===== config.mk =====
export PLATFORM = sky130hd
export DESIGN_NAME = tmp101_reading_sequencer
export DESIGN_NICKNAME = d
export VERILOG_FILES = /design/src/rtl/tmp101_reading_sequencer.sv
export SDC_FILE = /design/constraint.sdc
export NUM_CORES = 1
export LEC_CHECK = 0
export CORE_MARGIN = 8
export CORE_UTILIZATION = 62
export CTS_CLUSTER_DIAMETER = 40
export DETAILED_ROUTE_END_ITERATION = 6
export PLACE_DENSITY = 0.83
export SKIP_LAST_GASP = 1
export SLEW_MARGIN = 10
export SYNTH_ARGS = -nofsm -noshare
export SYNTH_HDL_FRONTEND = slang
export SYNTH_SLANG_ARGS = --single-unit

===== constraint.sdc =====
create_clock -name clock -period 3.6 [get_ports clock]
set_clock_uncertainty 0.1 [all_clocks]
set_input_delay 0.72 -clock clock [delete_from_list [all_inputs] [get_ports clock]]
set_output_delay 0.72 -clock clock [all_outputs]
set_load 0.01 [all_outputs]

===== src/rtl/tmp101_reading_sequencer.sv =====
// Periodic TMP101 reader: pulses Go, collects MSB/LSB, converts to sign + BCD digits.
// Optional macro TMP101_TENTHS_EN enables the fractional tenths digit.
module tmp101_reading_sequencer #(
    parameter int unsigned ClockFrequency = 60000000,
    parameter int unsigned SampleRate     = 4,
    parameter int unsigned TimeoutCycles  = 200000
) (
    input  logic        clock,
    input  logic        Reset,
    input  logic        Enable,
    output logic        Go,
    input  logic        ByteValid,
    input  logic [7:0]  ReceivedData,
    input  logic        TransferDone,
    output logic [11:0] RawTemp,
    output logic        Sign,
    output logic [3:0]  HundredsBCD,
    output logic [3:0]  TensBCD,
    output logic [3:0]  OnesBCD,
    output logic [3:0]  TenthsBCD,
    output logic        SampleValid,
    output logic        TimeoutError
);

    localparam int unsigned Period   = ClockFrequency / SampleRate;
    localparam int unsigned PeriodW  = (Period > 1) ? $clog2(Period) : 1;
    localparam int unsigned TimeoutW = (TimeoutCycles > 1) ? $clog2(TimeoutCycles) : 1;
    localparam int unsigned DabW     = 20;
    localparam int unsigned BitCntW  = 3;

    typedef enum logic [2:0] {
        IDLE, START, WAIT_MSB, WAIT_LSB, WAIT_DONE, CONVERT, BCD, PUBLISH
    } state_t;

    state_t               state, state_next;
    logic [PeriodW-1:0]   period_cnt;
    logic [TimeoutW-1:0]  to_cnt;
    logic [BitCntW-1:0]   bit_cnt;
    logic [7:0]           msb_q, lsb_q;
    logic [11:0]          raw_q;
    logic [DabW-1:0]      dab_q, dab_adj_c, dab_step_c;
    logic [11:0]          raw_c, mag_c;
    logic                 tick_c, waiting_c, to_expired_c, abort_c;

    assign tick_c       = Enable && (period_cnt == PeriodW'(Period - 1));
    assign waiting_c    = (state == WAIT_MSB) || (state == WAIT_LSB) || (state == WAIT_DONE);
    assign to_expired_c = waiting_c && (to_cnt == TimeoutW'(TimeoutCycles - 1));
    assign raw_c        = {msb_q, lsb_q[7:4]};
    assign mag_c        = raw_c[11] ? 12'(~raw_c + 12'd1) : raw_c;

    // One double-dabble iteration: add 3 to any digit >= 5, then shift left.
    always_comb begin
        dab_adj_c = dab_q;
        for (int d = 0; d < 3; d++) begin
            if (dab_q[8 + 4*d +: 4] >= 4'd5) begin
                dab_adj_c[8 + 4*d +: 4] = dab_q[8 + 4*d +: 4] + 4'd3;
            end
        end
        dab_step_c = {dab_adj_c[DabW-2:0], 1'b0};
    end

`ifdef TMP101_TENTHS_EN
    logic [3:0] frac_q;
    logic [7:0] tenths_prod_c;
    logic       unused_bits;
    assign tenths_prod_c = {4'd0, frac_q} * 8'd10;
    assign unused_bits   = ^{lsb_q[3:0], tenths_prod_c[3:0]};
`else
    logic unused_bits;
    assign TenthsBCD   = 4'd0;
    assign unused_bits = ^{lsb_q[3:0], mag_c[3:0]};
`endif

    always_ff @(posedge clock) begin
        if (Reset) begin
            state <= IDLE;
        end else begin
            state <= state_next;
        end
    end

    always_comb begin
        state_next = state;
        abort_c    = 1'b0;
        case (state)
            IDLE:      if (tick_c) state_next = START;
            START:     state_next = WAIT_MSB;
            WAIT_MSB: begin
                if (ByteValid) begin
                    state_next = WAIT_LSB;
                end else if (TransferDone || to_expired_c) begin
                    state_next = IDLE;
                    abort_c    = 1'b1;
                end
            end
            WAIT_LSB: begin
                if (ByteValid) begin
                    state_next = TransferDone ? CONVERT : WAIT_DONE;
                end else if (to_expired_c) begin
                    state_next = IDLE;
                    abort_c    = 1'b1;
                end
            end
            WAIT_DONE: begin
                if (TransferDone) begin
                    state_next = CONVERT;
                end else if (to_expired_c) begin
                    state_next = IDLE;
                    abort_c    = 1'b1;
                end
            end
            CONVERT:   state_next = BCD;
            BCD:       if (bit_cnt == BitCntW'(7)) state_next = PUBLISH;
            PUBLISH:   state_next = IDLE;
            default:   state_next = IDLE;
        endcase
    end

    // Free-running sample period counter, held at zero while disabled.
    always_ff @(posedge clock) begin
        if (Reset || !Enable || tick_c) begin
            period_cnt <= '0;
        end else begin
            period_cnt <= period_cnt + PeriodW'(1);
        end
    end

    // Datapath and registered outputs; results surface together with SampleValid.
    always_ff @(posedge clock) begin
        if (Reset) begin
            to_cnt       <= '0;
            bit_cnt      <= '0;
            msb_q        <= '0;
            lsb_q        <= '0;
            raw_q        <= '0;
            dab_q        <= '0;
            Go           <= 1'b0;
            SampleValid  <= 1'b0;
            TimeoutError <= 1'b0;
            RawTemp      <= '0;
            Sign         <= 1'b0;
            HundredsBCD  <= '0;
            TensBCD      <= '0;
            OnesBCD      <= '0;
`ifdef TMP101_TENTHS_EN
            frac_q       <= '0;
            TenthsBCD    <= '0;
`endif
        end else begin
            Go          <= (state_next == START);
            SampleValid <= (state_next == PUBLISH);

            if (state_next != state) begin
                to_cnt <= '0;
            end else if (waiting_c) begin
                to_cnt <= to_cnt + TimeoutW'(1);
            end

            if (state == WAIT_MSB && ByteValid) msb_q <= ReceivedData;
            if (state == WAIT_LSB && ByteValid) lsb_q <= ReceivedData;

            if (state == CONVERT) begin
                raw_q   <= raw_c;
                dab_q   <= {12'd0, mag_c[11:4]};
                bit_cnt <= '0;
`ifdef TMP101_TENTHS_EN
                frac_q  <= mag_c[3:0];
`endif
            end

            if (state == BCD) begin
                dab_q   <= dab_step_c;
                bit_cnt <= bit_cnt + BitCntW'(1);
            end

            if (state_next == PUBLISH) begin
                RawTemp      <= raw_q;
                Sign         <= raw_q[11];
                HundredsBCD  <= dab_step_c[19:16];
                TensBCD      <= dab_step_c[15:12];
                OnesBCD      <= dab_step_c[11:8];
                TimeoutError <= 1'b0;
`ifdef TMP101_TENTHS_EN
                TenthsBCD    <= tenths_prod_c[7:4];
`endif
            end else if (abort_c) begin
                TimeoutError <= 1'b1;
            end
        end
    end

endmodule


Yosys cells after proc, flatten, opt, wreduce, memory -nomap -nowiden
Index checks and enable logic that the tools add are counted.

storage, ports and cells
  bits in registers = 124
  word-level logic and storage cells = 79
  output and inout port bits = 32
  input port bits = 13

cells by class
  add/sub/neg operators = 7
  reduce and logical (&&, ||, !) cells = 15
  magnitude comparators = 3
  mux-type cells = 23
  bitwise gates (word level) = 1
  equality and inequality tests = 13

operators by type and width
  kind                                                                                 count
  20-bit 2-to-1 mux                                                                    2
  3-bit 2-to-1 mux                                                                     10
  24-bit by 1-bit adder with 24-bit output, second input constant                      1
  24-bit == test, second input constant                                                1
  3-bit case mux with 8 select lines                                                   1
  18-bit by 1-bit adder with 18-bit output, second input constant                      1
  18-bit == test, second input constant                                                1
  3-bit == test, second input constant                                                 6
  12-bit by 1-bit adder with 12-bit output, second input constant                      1
  4-bit by 3-bit greater-or-equal comparator with 1-bit output, second input constant  3
  12-bit 2-to-1 mux                                                                    1
  12-bit inverter                                                                      1
  4-bit by 2-bit adder with 4-bit output, second input constant                        2
  4-bit 2-to-1 mux                                                                     2
  3-bit by 1-bit == test with 1-bit output, second input constant                      2
  3-bit by 2-bit == test with 1-bit output, second input constant                      2
  1-bit 2-to-1 mux                                                                     6
  2-bit OR reduction                                                                   3
  1-bit logical OR                                                                     5
  1-bit logical AND                                                                    4
  3-bit by 1-bit adder with 3-bit output, second input constant                        1
  3-bit by 2-bit adder with 3-bit output, second input constant                        1
  3-bit logical NOT                                                                    1
  3-bit != test                                                                        1
  other kinds (3)                                                                      3

Depth between registers and ports, before layout
  word-level depth = 10
  mapped depth = 9
  mapped depth without buffers = 7

Least setup slack after synthesis
Ideal clock, no wire load.

  path kind = input port to flip-flop
  start = input Enable
  end = register to_cnt[11]
  path buffers = 1
  stages on the path = 6
  setup time = 115 ps
  required time = 3385 ps
  data arrival time = 2013 ps
  path slack = 1372 ps
  path through = nor4b_1 nand4_1 o31a_2 o311ai_4 buf_6 nor2_1

on the way
  cells in the longest elaborated chain, start to end = 5

ends and longest elaborated chain
  element                             line  source
  start: declaration                  10    input logic Enable,
  1-bit logical AND                   45    assign tick_c = Enable && (period_cnt == PeriodW'(Period - 1));
  3-bit 2-to-1 mux                    86    IDLE: if (tick_c) state_next = START;
  3-bit case mux with 8 select lines  85    case (state)
  3-bit != test                       153   if (state_next != state) begin
  2-bit OR reduction (no line)        -
  end signal: assignment              156   to_cnt <= to_cnt + TimeoutW'(1);
  end: declaration                    37    logic [TimeoutW-1:0] to_cnt;

No other way between the ends.
A chain may end at the register's enable or synchronous reset.

Final worst setup path
  start = input Enable
  end = register to_cnt[6]

The elaborated chain is that of the path after synthesis.

==> flow_summary.toml <==
[drt]
drt-initial-drc-count = 224
firstDrtPassIters = 5
routed_wl_mm = 11.4
drt-vias-per-instance = 5.81
route.vias.total = 4287
drc = 0
postRouteAntennaNets = 0
wl_per_cell_um = 15.5

[synthesis]
synth_top_flop_cell = "dfxtp_1"
synth_edf_count = 0
synthDistinctLibCells = 59
syn_avg_cell_area_um2 = 8.96
yosys_register_bits = 119
ys.warnings.count = 0
syn-cell-area_um2 = 5280
synth_top_area_cell = "dfxtp_1"
synth.top_cell.area_share_pct = 45.2
synth_cells = 589
synth_area_leaders = "dfxtp_1 45%, nor2_1 5.4%, xnor2_1 4.3%, nand2_1 3.7%, a21oi_1 3.5%"
synthArstFlopShare_pct = 0
ys_seq_area_share_pct = 45.2

[power_and_ir_drop]
p_total_uw = 3220
p_leak_uw = 0.00229
ir_drop_mv = 0.350
p_per_area_nw_per_um2 = 508

[flow_run]
cap_viol_max_count = 0

[cts]
insertion_delay_ps = 510
cts.path.max_buffers = 2
hold_buffers = 0
cts_made_buffers = 17
cts_sinks = 119
cts_max_level = 4
cts_resized = 0
clkTransAtPathRegs_ps = 60
cts_tree = "done"
cts_setup_buffers = 0
root_buffer = "clkbuf_8"

[worst_setup_path]
critPathCaptureType = "flop"
worstPathArrival_ps = 3000
startpoint_type = "primary input"
critPathLaunch = "Enable"
crit_type = "primary input to flop"
worstRegToRegCells = 6
reg2reg_from = "state[2]"
crit_fanout = 18
r2r_setup_slack_ps = 1210
worstReg2RegEnd = "RawTemp[10]"
crit_required_ps = 3870

[sta]
max-slew-margin-rel_pct = 51.1
final.setup.tns_ps = 0
period_share_pct = 75.9
hold_violations = 0
rsz0062_at_grt = "no"
worst_pin_slew_ps = 731
slew_violations = 0
fmax_mhz = 366
period_needed_ps = 2730
setup_viol = 0

[grt]
grt_pass1_vias = 4068
grt_first_pass_wirelength_mm = 18.8
grt-ovfl-total = 0
antenna_found_initial = 0
grt_max_degree = 35
grt_usage_pct = 19.7

[min_path]
hold_path.class = "flop to flop"
holdCritStartpoint = "raw_q[6]"
hold_depth = 2
holdPathEnd = "raw_q[6]"

[cells_and_area]
num-nets-final = 643
syn_to_final_growth_pct = 20.0
final_layout_size_suffix_gt1_share_pct = 8.69
fin_area_um2 = 6330
antennaDiodeCount = 0
final-instance-count-excl-fill = 738

[floorplan]
core_um2 = 8220
start_util_pct = 64.2
io_pins = 45
die_x_um = 108
rows = 33
die-height_um = 108
die_area_um2 = 11700

[placement]
placed_area_um2 = 5680
io_buffers = 40
dp_cells = 706
routabilityCongestion = 0.848
hpwl_mm = 7.57

[run_status]
status = "finished, final reports clean"
==> how the worst max path moves through the flow <==
stage | end | slack (ps) | cells after the start
after floorplan | to_cnt[11] | 1370 | 6
after global placement | to_cnt[4] | 600 | 6
after detailed placement | to_cnt[6] | 450 | 6
after CTS | to_cnt[6] | 850 | 6
after global routing | to_cnt[17] | 750 | 6
final | to_cnt[6] | 870 | 6
==> state kept, by name, summed over array words and instances (netlist names) <==
signal and flops:
Go 1, HundredsBCD 4, OnesBCD 4, RawTemp 12
SampleValid 1, TensBCD 4, TimeoutError 1, bit_cnt 3
dab_q 20, lsb_q 4, msb_q 8, period_cnt 24
raw_q 12, state 3, to_cnt 18
==> synth_stat cells (2+ instances only) <==
master / count
and2_1: 3
nor3_1: 10
inv_1: 20
or3_1: 9
nor4_1: 3
nor4bb_1: 2
nor4_4: 2
nor3b_1: 6
mux2i_1: 16
o21ai_0: 18
buf_6: 2
a221oi_1: 3
o22ai_1: 3
a22o_1: 19
nor2_1: 76
nand2b_1: 3
ha_1: 10
a31oi_1: 2
nor2b_1: 5
a211oi_1: 2
xnor2_1: 26
clkbuf_1: 18
nor4b_1: 2
buf_4: 9
a21oi_1: 37
buf_2: 6
and3_1: 7
o31ai_1: 2
buf_1: 3
dfxtp_1: 119
o211ai_1: 3
a2bb2oi_1: 2
a22oi_1: 16
nand2_1: 52
nand3_1: 14
or4_1: 2
or4_4: 2
and4_1: 6
xor2_1: 18
nand4_1: 12
==> report_power, final <==
group          total, µW  switching [µW]  internal, µW
clock               1830             612          1220
combinational       64.0            40.3          23.7
sequential          1320            4.03          1320
==> final cells by class <==
class	count	area (µm²)
multi-input cells	414	2640
repair buffers	47	448
inverters	21	78.8
fillers	538	1880
clock inverters	14	221
flip-flops and latches	119	2380
clock buffers	18	428
well taps	105	131
==> cell families after synthesis <==
kind of cell / Yosys count / share of synthesized area [%]
xor+xnor: 44 / 7.30
mux: 17 / 3.25
other cells: 1 / 0.0711
flops: 119 / 45.2
fa+ha+maj: 10 / 2.37
buf+inv: 59 / 5.26
simple gates: 222 / 21.5
compound gates: 117 / 15.1
==> through the flow <==
stage,hold WS [ps],utilization [%],setup slack [ps]
2_1_floorplan,326,-,1370
3_3_place_gp,341,69.2,601
3_5_place_dp,344,69.2,450
4_1_cts,359,77.1,849
5_1_grt,372,77.1,748
6_report,355,77.1,866
==> cell usage in the layout, fill, tap and decap left out, types with 18 or more instances in the layout <==
cell	Yosys	routed
a21oi_1	37	36
a22o_1	19	19
clkdlybuf4s50_1	0	39
dfxtp_1	119	119
inv_1	20	20
nand2_1	52	52
nor2_1	76	76
o21ai_0	18	18
xnor2_1	26	26
xor2_1	18	18
==> routing by layer <==
layer / routed length (µm) / global-route usage [%] / up-vias / part of all wire [%]
li1: - / - / 2124 / -
met3: 650 / 5.53 / 23 / 5.7
met4: 224 / 8.99 / 0 / 2.0
met2: 5730 / 33.5 / 124 / 50
met1: 4840 / 22.4 / 2016 / 42
met5: 0 / 0 / - / 0
==> worst max-delay path: stages <==
cell             delay (ps)
clkdlybuf4s50_1         540
nor4b_1                 350
nand4_1                 220
o31a_2                  430
o311ai_4                620
nor2_1                  120
Power figures use the tool's default switching activity.
